==> src/rtl/bin_counter_pkg.sv <==
// bin_counter_pkg: shared modes and parameter legality check for the binary counter family.
package bin_counter_pkg;
   localparam int MODE_WRAP = 0;
   localparam int MODE_SAT  = 1;
   function automatic bit range_ok(input int n, input longint m);
      return n >= 1 && n <= 32 && m >= 2 && m <= (longint'(1) << n);
   endfunction
endpackage

==> src/rtl/bin_next_val.sv <==
// bin_next_val: combinational next count, wrap and load range flag for a mod-MOD counter.
module bin_next_val
   import bin_counter_pkg::*;
#(
   parameter int     N        = 4,
   parameter longint MOD      = 16,
   parameter int     SATURATE = MODE_WRAP
) (
   input  logic [N-1:0] i_q,
   input  logic [N-1:0] i_d,
   input  logic         i_up,
   input  logic         i_en,
   input  logic         i_load_n,
   output logic [N-1:0] o_next,
   output logic         o_wrap,
   output logic         o_load_err,
   output logic         o_at_end
);
   // One extra bit keeps MOD-1 and D comparisons exact when MOD == 2**N.
   localparam logic [N:0] MAXV = (N+1)'(MOD - 1);
   logic [N:0] w_q, w_d, w_cnt;
   logic       w_sat, w_range;
   assign w_q      = {1'b0, i_q};
   assign w_d      = {1'b0, i_d};
   assign w_sat    = (SATURATE == MODE_SAT);
   assign w_range  = w_d > MAXV;
   assign o_at_end = i_up ? (w_q == MAXV) : (w_q == '0);
   assign w_cnt    = o_at_end ? (w_sat ? w_q : (i_up ? '0 : MAXV))
                              : (i_up ? w_q + (N+1)'(1) : w_q - (N+1)'(1));
   assign o_next   = N'(!i_load_n ? (w_range ? MAXV : w_d) : (i_en ? w_cnt : w_q));
   assign o_wrap     = i_load_n & i_en & o_at_end & !w_sat;
   assign o_load_err = !i_load_n & w_range;
endmodule

==> src/rtl/bin_updown_modn.sv <==
// bin_updown_modn: mod-MOD up/down counter with load, enable, wrap/saturate and cascadable tc.
module bin_updown_modn
   import bin_counter_pkg::*;
#(
   parameter int     N        = 4,
   parameter longint MOD      = 16,
   parameter int     SATURATE = MODE_WRAP
) (
   input  logic         clk,
   input  logic         clear,
   input  logic         load_n,
   input  logic         en,
   input  logic         up,
   input  logic [N-1:0] D,
   output logic [N-1:0] Q,
   output logic         tc,
   output logic         wrap,
   output logic         load_err
);
   if (!range_ok(N, MOD)) begin : g_bad_param
      $error("bin_updown_modn: illegal N/MOD combination");
   end
   logic [N-1:0] r_q, w_next;
   logic         r_wrap, r_load_err, w_wrap, w_load_err, w_at_end;
   bin_next_val #(.N(N), .MOD(MOD), .SATURATE(SATURATE)) u_next (
      .i_q(r_q), .i_d(D), .i_up(up), .i_en(en), .i_load_n(load_n),
      .o_next(w_next), .o_wrap(w_wrap), .o_load_err(w_load_err), .o_at_end(w_at_end)
   );
   always_ff @(posedge clk) begin
      if (!clear) begin
         r_q        <= '0;
         r_wrap     <= 1'b0;
         r_load_err <= 1'b0;
      end else begin
         r_q        <= w_next;
         r_wrap     <= w_wrap;
         r_load_err <= w_load_err;
      end
   end
   assign Q        = r_q;
   assign wrap     = r_wrap;
   assign load_err = r_load_err;
   assign tc       = clear & en & w_at_end;
endmodule

==> config.mk <==
export PLATFORM = sky130hd
export DESIGN_NAME = bin_updown_modn
export DESIGN_NICKNAME = d
export VERILOG_FILES = /design/src/rtl/bin_counter_pkg.sv /design/src/rtl/bin_next_val.sv /design/src/rtl/bin_updown_modn.sv
export SDC_FILE = /design/constraint.sdc
export NUM_CORES = 1
export LEC_CHECK = 0
export ABC_AREA = 1
export CELL_PAD_IN_SITES_DETAIL_PLACEMENT = 1
export CELL_PAD_IN_SITES_GLOBAL_PLACEMENT = 1
export CORE_MARGIN = 2
export CORE_UTILIZATION = 27
export CTS_CLUSTER_SIZE = 8
export DETAILED_ROUTE_END_ITERATION = 8
export PLACE_DENSITY_LB_ADDON = 0.1
export SLEW_MARGIN = 40
export SYNTH_ARGS = -nofsm -noshare
export SYNTH_HDL_FRONTEND = slang
export SYNTH_SLANG_ARGS = --single-unit
==> constraint.sdc <==
create_clock -name clk -period 1.7 [get_ports clk]
set_clock_uncertainty 0.15 [all_clocks]
set_input_delay 0.34 -clock clk [delete_from_list [all_inputs] [get_ports clk]]
set_output_delay 0.34 -clock clk [all_outputs]
set_load 0.02 [all_outputs]
==> impl_metrics.py, run 1 <==
metrics = {
    "run_status": {
        "status": "finished with violations",
        "violations": "negative setup slack",
    },
    "critical_path": {
        "rrSetupSlack_ns": 0.09,
        "critPathLaunchType": "primary input",
        "criticalPathCategory": "in -> out",
        "cp-end-kind": "primary output",
        "required_ns": 1.21,
        "cp.arrival_ns": 1.27,
        "critPathBufInv": 2,
        "max_stage_delay_ns": 0.25,
        "slowest_stage": "dlygate4sd2_1",
        "path_delay_family": "simple AND/OR/NAND/NOR gates",
        "cp_max_fo": 3,
        "path_cells": "dlygate4sd2_1 -> nor2_1 -> nand4_2 -> and2_4 -> nor3_4 -> buf_6",
    },
    "logic_synthesis": {
        "synth.net_count": 75,
        "ys_ff_latch": 5,
        "yosys.area_share.adder": 0.1081,
        "yosys_warnings": 0,
        "synthXorXnorAreaFrac": 0.02102,
        "syn_avg_cell_area_um2": 6.613,
        "synthCells": 63,
        "synth_top_family_by_area": "simple AND/OR/NAND/NOR gates",
        "syn_area_um2": 416.7,
        "synth_compound_area_frac": 0.1171,
        "synth_mux_area_frac": 0,
        "yosysSeqAreaShare": 0.2402,
        "yosys.area_share.simple": 0.3423,
        "yosys.cell_types.count": 19,
    },
    "clock_tree": {
        "numCtsBuffers": 3,
        "cts_buffer_depth": 2,
        "h-tree-depth": 1,
        "cts_sinks": 5,
        "root_buffer": "clkbuf_4",
        "postCtsSetupRepairBufs": 0,
        "cts_tree": "built",
        "clock_latency_ns": 0.24,
        "cts.clk_slew.worst_paths_ns": 0.04,
    },
    "grt": {
        "antenna_found_initial": 0,
        "grt_max_degree": 5,
        "track_usage": 0.1466,
        "grt_pass1_vias": 512,
        "grt-ovfl-total": 0,
        "grt_pass1_wl_um": 2014,
    },
    "sta": {
        "slew_violations": 0,
        "tns_ns": -0.06425,
        "rsz0062_at_grt": "yes",
        "hold_viol_final": 0,
        "fin_crit_ns": 1.764,
        "fin_ws_ns": -0.06425,
        "finalCritPeriodShare": 1.038,
        "setup_violations": 1,
        "timing.fmax_mhz": 566.8,
    },
    "cells_and_area": {
        "final-instance-count-excl-fill": 111,
        "nNetsFinal": 108,
        "layout_common_cells": "15 x nand2_1, 15 x buf_4, 13 x inv_1, 8 x clkdlybuf4s50_1",
        "diodes": 0,
        "drive_above_1_share": 0.3053,
        "syn2layout_area_growth_pct": 71.77,
        "stdcell_area_um2": 715.7,
        "utilization": 0.4864,
    },
    "placement": {
        "dp_slack_ns": -0.7374,
        "dp_hpwl_um": 1032,
        "place_area_um2": 681.9,
        "io_buffers": 14,
        "dp.cells": 107,
        "routabilityCongestion": 0.8087,
    },
    "floorplan": {
        "start_util": 0.2832,
        "ios": 16,
        "die_h_um": 43.28,
        "die-area_um2": 1873,
        "chipWidth_um": 43.28,
        "rows": 14,
        "core_um2": 1471,
    },
    "power_and_ir_drop": {
        "peakVddDrop_mv": 0.4050,
        "leakagePower_nw": 0.3947,
        "power.density_nw_per_um2": 634.5,
    },
    "routing": {
        "drtIter0Drc": 1,
        "vias_per_cell": 4.468,
        "avgRoutedWirePerCell_um": 11.02,
        "drc": 0,
        "detail-route-antenna-nets": 0,
        "firstDrtPassIters": 2,
        "vias": 496,
        "route.final.wire_length_um": 1223,
    },
    "min_path": {
        "hp-class": "reg -> reg",
    },
    "job": {
        "max_cap_viol_count": 0,
    },
}
[synthesized netlist by cell type]
library cell	instances	share of area
nand2_1	15	0.14
inv_1	14	0.13
dfxtp_1	5	0.24
nor2_1	5	0.045
o22ai_1	4	0.060
a21oi_1	2	0.024
clkinv_1	2	0.018
ha_1	2	0.060
nand3_1	2	0.024
nand4_2	2	0.060
nor3_2	2	0.048
a21oi_2	1	0.021
and2_1	1	0.015
buf_4	1	0.018
conb_1	1	0.0090
fa_1	1	0.048
o21ai_1	1	0.012
or2_1	1	0.015
xor2_1	1	0.021
[routing by layer]
| metal | vias up | wire length, um | global-route usage |
|---|---|---|---|
| li1 | 258 | - | - |
| met1 | 228 | 573 | 0.1727 |
| met2 | 10 | 574 | 0.2418 |
| met3 | 0 | 75 | 0.07660 |
| met4 | 0 | 0 | 0.01818 |
| met5 | - | 0 | 0 |
[repair_timing]
item,CTS,global route
gates cloned,0,0
gates resized for setup,11,6
endpoints found under the setup margin,7,3
hold buffers,0,0
[power by group]
| part | internal [mW] | switching (mW) |
|---|---|---|
| clock | 0.0887 | 0.0491 |
| sequential | 0.127 | 0.00917 |
| combinational | 0.0924 | 0.0874 |
| total | 0.308 | 0.146 |
[cells by family after synthesis]
family / after synthesis
AO/OA/AOI/OAI: 8
XOR/XNOR: 1
adder cells (fa/ha/maj): 3
buffers and inverters: 17
flip-flops: 5
other: 1
AND/OR/NAND/NOR: 28
[metrics by stage]
| step | total power [mW] | hold WS [ns] |
|---|---|---|
| 2_1_floorplan | 0.2257 | 0.2984 |
| 3_3_place_gp | 0.3159 | 0.4848 |
| 3_5_place_dp | 0.3199 | 0.5187 |
| 4_1_cts | 0.4586 | 0.5243 |
| 5_1_grt | 0.4955 | 0.5689 |
| 6_report | 0.4541 | 0.4972 |
[area by class of cell]
class | count | area (um2)
Timing Repair Buffer | 29 | 247.7
Sequential cell | 5 | 103.9
Multi-Input combinational cell | 41 | 257.7
Clock buffer | 4 | 26.28
Tap cell | 16 | 20.02
Inverter | 16 | 60.06
Fill cell | 198 | 755.7
[worst paths after layout]
| kind | end | cells after the start | start |
|---|---|---|---|
| worst max-delay path | tc | 6 | up |
| worst min-delay path | Q[3] | 4 | Q[3] |
| worst max register to register | Q[2] | 7 | Q[0] |
| worst min register to register | Q[3] | 4 | Q[3] |
[state kept, by name (all words and copies together), names as in the netlist]
signal / cells
Q: 4
wrap: 1
[worst reg2reg max path: stages, from the launching register on]
cell     delay (ns)
dfxtp_2        0.34
buf_4          0.14
fa_1           0.43
xor2_1         0.16
nand2_1        0.07
nand2_1        0.05
a21oi_1        0.11
nor2_1         0.05
No activity file was read; power rests on OpenSTA's default activity.
==> inputs of run 2 (changes only) <==
- PLACE_DENSITY_LB_ADDON: 0.1 -> 0.25
==> impl_metrics.py, run 2 (same netlist as run 1, synthesis figures left out) <==
metrics = {
    "routing": {
        "avgRoutedWirePerCell_um": 12.36,
        "drc": 0,
        "vias_per_cell": 4.635,
        "drtIter0Drc": 1,
        "detail-route-antenna-nets": 0,
        "firstDrtPassIters": 4,
        "vias": 533,
        "route.final.wire_length_um": 1421,
    },
    "job": {
        "max_cap_viol_count": 0,
    },
    "floorplan": {
        "core_um2": 1471,
        "rows": 14,
        "die_h_um": 43.28,
        "ios": 16,
        "start_util": 0.2832,
        "chipWidth_um": 43.28,
        "die-area_um2": 1873,
    },
    "clock_tree": {
        "clock_latency_ns": 0.25,
        "cts_tree": "built",
        "ctsHoldBuffers": 0,
        "root_buffer": "clkbuf_4",
        "numCtsBuffers": 3,
        "cts_sinks": 5,
        "cts.clk_slew.worst_paths_ns": 0.04,
        "h-tree-depth": 1,
        "cts_buffer_depth": 2,
    },
    "sta": {
        "slew_violations": 0,
        "hold_viol_final": 0,
        "fin_hold_ws_ns": 0.4964,
        "timing.fmax_mhz": 577.7,
        "rsz0062_at_grt": "yes",
        "fin_ws_ns": -0.03096,
        "fin_crit_ns": 1.731,
        "finalCritPeriodShare": 1.018,
        "setup_violations": 1,
        "tns_ns": -0.03096,
    },
    "grt": {
        "grt_pass1_wl_um": 2449,
        "antenna_found_initial": 0,
        "track_usage": 0.1887,
        "grt_pass1_vias": 577,
        "grt-ovfl-total": 0,
        "grt_max_degree": 5,
    },
    "critical_path": {
        "crit_start": "en",
        "required_ns": 1.21,
        "cp_max_fo": 2,
        "cp-end-kind": "primary output",
        "criticalPathCategory": "in -> out",
        "cp.arrival_ns": 1.24,
        "critPathLaunchType": "primary input",
        "worstReg2RegStart": "Q[1]",
    },
    "cells_and_area": {
        "layout_common_cells": "18 x buf_4, 13 x nand2_1, 11 x inv_1, 8 x clkdlybuf4s50_1",
        "utilization": 0.5323,
        "final_common_cell": "buf_4",
        "syn2layout_area_growth_pct": 87.99,
        "diodes": 0,
        "nNetsFinal": 112,
        "drive_above_1_share": 0.4444,
        "largest_reg_flops": 4,
    },
    "power_and_ir_drop": {
        "clockPowerShare": 0.294,
        "p_comb_frac": 0.422,
        "leakagePower_nw": 0.4101,
        "power.density_nw_per_um2": 618.2,
        "seqPwrFrac": 0.284,
        "p_total_mw": 0.4842,
        "p_sw_mw": 0.1635,
        "p_sw_frac": 0.3377,
        "cellInternalPower_mw": 0.3207,
        "peakVddDrop_mv": 0.3537,
    },
    "min_path": {
        "hp-class": "reg -> reg",
        "hold_path.startpoint": "Q[3]",
    },
    "run_status": {
        "violations": "negative setup slack",
        "status": "finished with violations",
    },
    "placement": {
        "io_buffers": 14,
        "dp_hpwl_um": 1152,
        "routabilityCongestion": 0.7689,
    },
}
==> run 2: final timing paths <==
path,endpoint,slack (ns),cells past startpoint
worst min-delay path,Q[3],0.50,4
worst min register to register,Q[3],0.50,4
worst max register to register,Q[2],0.11,7
worst max-delay path,tc,-0.03,4
==> run 2: layer usage <==
metal  GRT usage  vias up  wire length (um)
met2      0.3284       11               735
met3     0.06383        7                64
met1      0.1922      251               560
met4      0.1091        0                61
li1            -      264                 -
met5           0        -                 0
==> run 2: worst max-delay path, cell delays in order <==
cell and delay [ns]:
clkdlybuf4s50_1 0.49, inv_1 0.09, nor3_4 0.18, buf_6 0.13
==> run 2: power groups by stage <==
stage	Sequential (mW)	Clock, mW	Combinational, mW
after floorplan	0.148	0	0.0778
after global placement	0.138	0	0.181
after detailed placement	0.138	0	0.190
after CTS	0.136	0.149	0.189
after global routing	0.139	0.158	0.229
final	0.137	0.142	0.205
==> run 2: area by class of cell <==
class | count | area [um2]
Tap cell | 16 | 20.02
Multi-Input combinational cell | 41 | 286.5
Fill cell | 191 | 688.2
Timing Repair Buffer | 33 | 277.8
Sequential cell | 5 | 112.6
Clock buffer | 4 | 26.28
Inverter | 16 | 60.06
==> run 2: metrics by stage <==
step	cells	cell area [um2]	setup slack, ns
floorplan	63	416.7	0.02033
global placement	109	696.9	-0.7251
detailed placement	109	696.9	-0.7498
CTS	113	720.7	-0.06304
global route	115	783.3	-0.09979
finish	115	783.3	-0.03096
==> run 2: timing repair <==
item	4_1_cts	5_1_grt
cloned	0	0
buffers inserted	0	2
setup endpoints to repair	8	3
resized for setup	12	21
pin swaps	0	5
==> RTL change 1, RTL diff (settings of run 1) <==
Register the inputs `clear`, `load_n`, `en`, `up` and `D` before use, without a reset. The logic sees them one clock later.
--- a/src/rtl/bin_updown_modn.sv
+++ b/src/rtl/bin_updown_modn.sv
@@ -19,2 +19,17 @@
 );
+
+   logic clear_q;
+   logic load_n_q;
+   logic en_q;
+   logic up_q;
+   logic [N-1:0] D_q;
+
+   always_ff @(posedge clk) begin
+      clear_q  <= clear;
+      load_n_q <= load_n;
+      en_q     <= en;
+      up_q     <= up;
+      D_q      <= D;
+   end
+
    if (!range_ok(N, MOD)) begin : g_bad_param
@@ -25,3 +40,3 @@
    bin_next_val #(.N(N), .MOD(MOD), .SATURATE(SATURATE)) u_next (
-      .i_q(r_q), .i_d(D), .i_up(up), .i_en(en), .i_load_n(load_n),
+      .i_q(r_q), .i_d(D_q), .i_up(up_q), .i_en(en_q), .i_load_n(load_n_q),
       .o_next(w_next), .o_wrap(w_wrap), .o_load_err(w_load_err), .o_at_end(w_at_end)
@@ -29,3 +44,3 @@
    always_ff @(posedge clk) begin
-      if (!clear) begin
+      if (!clear_q) begin
          r_q        <= '0;
@@ -42,3 +57,3 @@
    assign load_err = r_load_err;
-   assign tc       = clear & en & w_at_end;
+   assign tc       = clear_q & en_q & w_at_end;
 endmodule
Formal check against the unedited RTL: not equivalent (a bounded check fails within 4 cycles, from zero or initial values).
==> RTL change 1 against run 1 <==
- hold slack got worse by 160 ps
- highest routed layer is now met4
- final area increased by 17%
- routed wire length increased by 3.3%
- the run still ends with negative setup slack left
- setup slack got worse by 25 ps
- area after synthesis increased by 32%
- non-clock buffer count decreased by 5
- sequential cell count increased by 8
- power increased by 53%
==> RTL change 1: results (changes against run 1) <==
| Metric | Value |
|---|---|
| Worst Hold Endpoint | `D_q[2]` |
| Top post-synthesis cells by area | `dfxtp_1 47%, nand2_1 12%, inv_1 8.2%, o221ai_1 4.8%, ha_1 4.6%` |
| Post-DP HPWL | `1010 um (-2.5%)` |
| Violations in the final reports | `negative setup slack` |
| Clk network pwr share | `27.7% (-2.6 points)` |
| Reg-to-Reg Start | `Q[2]` |
| Nets@finish | `106 (-1.9%)` |
| Min-delay src | `D[2]` |
| Post-Layout Cell Count | `120 (+8.1%)` |
| Status | `finished with violations` |
| Fillers | `249 (+26%)` |
| Netlist cell types | `18 (-1)` |
| Final worst slack | `-88.8 ps (-24.5 ps)` |
| Critical path's slowest cell | `dfxtp_2` |
| GPL Wtd Cong | `0.724 (-10%)` |
| Count of final setup violators | `1 (unchanged)` |
| Largest net degree at the start of global routing | `9 (+4)` |
| Met1 WL | `571 um (-0.35%)` |
| R2r setup slk | `130 ps (+40 ps)` |
| Via density | `4.34 (-2.8%)` |
| Hold WS | `340 ps (-157 ps)` |
| Hold Path Stages | `1 (-3)` |
| DP Area | `788 sq um (+16%)` |
| P_leak | `0.448 nW (+14%)` |
| Hold Path Class | `in2reg` |
| Avg Cell Area, Syn | `8.32 sq um (+26%)` |
RTL change 1: area by class of cell:
cell class                 instances  area [sq um]  share of cell area [%]
multi-input combinational         40           259                    30.9
clock buffer                       3          22.5                    2.69
tap                               27          33.8                    4.04
inverter                          12          45.0                    5.38
timing repair buffer              24           206                    24.7
clock inverter                     1          5.00                   0.598
sequential                        13           265                    31.7
RTL change 1: what timing repair did:
action	in CTS	in global routing
pin swaps	0	1
setup endpoints to repair	5	4
resized for setup	12	6
setup buffers	0	1
RTL change 1: metal layers:
layer,up-vias,global-route usage [%]
li1,261,-
met5,-,0
met3,2,6.75
met4,0,4.29
met1,246,15.1
met2,12,19.4
RTL change 1: logic make-up after synthesis:
logic type	Yosys count	share of synthesized area, %
AOI/OAI and AO/OA	7	9.34
xor gates and xnor gates	1	1.59
adders and majority gates	3	8.20
buffers and inverters	13	9.57
DFF	13	47.4
other	1	0.683
and+or+nand+nor	28	23.2
==> RTL change 2, RTL diff (settings of run 1) <==
Made on the original files. `N` is set to 4 in 2 places; all go to 6.
--- a/src/rtl/bin_next_val.sv
+++ b/src/rtl/bin_next_val.sv
@@ -4,3 +4,3 @@
 #(
-   parameter int     N        = 4,
+   parameter int     N        = 6,
    parameter longint MOD      = 16,
--- a/src/rtl/bin_updown_modn.sv
+++ b/src/rtl/bin_updown_modn.sv
@@ -4,3 +4,3 @@
 #(
-   parameter int     N        = 4,
+   parameter int     N        = 6,
    parameter longint MOD      = 16,
Ports: changed (resized D and Q); port bits go from 16 to 20. The function was not compared with the original's and may differ.
==> RTL change 2 against run 1 <==
- the run still ends with negative setup slack left
- area after synthesis up 52%
- hold slack lost 36 ps
- sequential share of layout area increased by 0.52 points
- non-clock buffer count increased by 15
- final cell count grew 55%
- final area increased by 58%
- power increased by 51%
- sequential cell count increased by 3
- setup slack improved by 16 ps
- count of clock-buffer cells in the layout decreased by 1
- routed wire length increased by 77%
- via count is 61% higher
==> RTL change 2: results (changes against run 1) <==
| Metric | Value |
|---|---|
| Status | `finished with violations` |
| Violations in the final reports | `negative setup slack` |
| Nets@finish | `162 (+50%)` |
| Met3 wire length | `79 um (+5.3%)` |
| Final worst slack | `-48.0 ps (+16.3 ps)` |
| Vias in the first global route | `790 (+54%)` |
| Synth top cells by count | `26 x nand2_1, 12 x nor2_1, 10 x inv_1, 8 x a21oi_1, 8 x dfxtp_1` |
| M2 GR Usage | `28.1% (+3.9 points)` |
| Total global routing track utilization | `18.5% (+3.9 points)` |
| Crit path max fanout | `4 (+1)` |
| #MultiIn Comb | `77 (+88%)` |
| CP max stage delay | `380 ps (+130 ps)` |
| Post-Layout Cell Count | `172 (+55%)` |
| Origin of the worst setup path | `Q[3]` |
| Non-clock inverter count | `12 (-4)` |
| Reg-to-Reg Start | `Q[1]` |
| GPL Wtd Cong | `0.738 (-8.8%)` |
| Setup TNS | `-48.0 ps (+16.3 ps)` |
| Count of final setup violators | `1 (unchanged)` |
| NonClk Buf Share | `32.8% (-1.8 points)` |
| Seq cells | `8 (+3)` |
| DP Area | `1040 sq um (+53%)` |
| Hold WS | `462 ps (-35.7 ps)` |
| Post-cts sizing count | `24 (+13)` |
| Maximum vdd drop | `434 uV (+7.1%)` |
| Worst-path clk slew | `60 ps (+20 ps)` |
| Met1 GRT Util | `25.0% (+7.7 points)` |
| Sequential cell area share | `15.0% (+0.52 points)` |
| Pre-Repair DR Iteration Count | `4 (+2)` |
| Min-delay src | `Q[5]` |
| Number of non-clock buffers | `44 (+52%)` |
| Fillers | `293 (+48%)` |
| Top post-synthesis cells by area | `dfxtp_1 25%, nand2_1 15%, ha_1 7.9%, nor2_1 7.1%, a21oi_1 6.3%` |
| Clk_buf instances | `3 (-1)` |
| Worst R2R End | `Q[4]` |
| Area of the multi-input gates | `488 sq um (+89%)` |
| Highest metal used | `met4` |
| GR met3 Demand/Resource | `5.14% (-2.5 points)` |
| Sequential area share after synthesis | `25.3% (+1.3 points)` |
## RTL change 2: cell types whose count changed after synthesis, moves of 4 or more
cell	delta
nand2_1	+11
a21oi_1	+6
o21ai_0	+4
inv_1	-4
o22ai_1	-4
nor2_1	+7
## RTL change 2: worst register-to-register path, stage by stage, from the launching register on
cell     delay [ps]
dfxtp_2         330
buf_4           150
fa_2            420
nand3_2          70
nand2_1          70
xor2_1          170
nand2_1          80
a21oi_1         120
## RTL change 2: logic make-up (layout without fill, tap and decap cells)
family          Yosys count  after routing  share of synthesized area, %
buf+inv                  12             59                          7.13
compound gates           15             15                          13.5
fa+ha+maj                 5              5                          11.1
simple gates             55             55                          40.2
xor+xnor                  2              2                          2.77
flops                     8              8                          25.3
## RTL change 2: power groups by stage
stage	combinational (mW)	clock [mW]	sequential [mW]
after floorplan	0.117	0	0.237
after global placement	0.277	0	0.216
after detailed placement	0.283	0	0.216
after CTS	0.296	0.169	0.213
after global routing	0.339	0.174	0.218
final	0.307	0.163	0.216
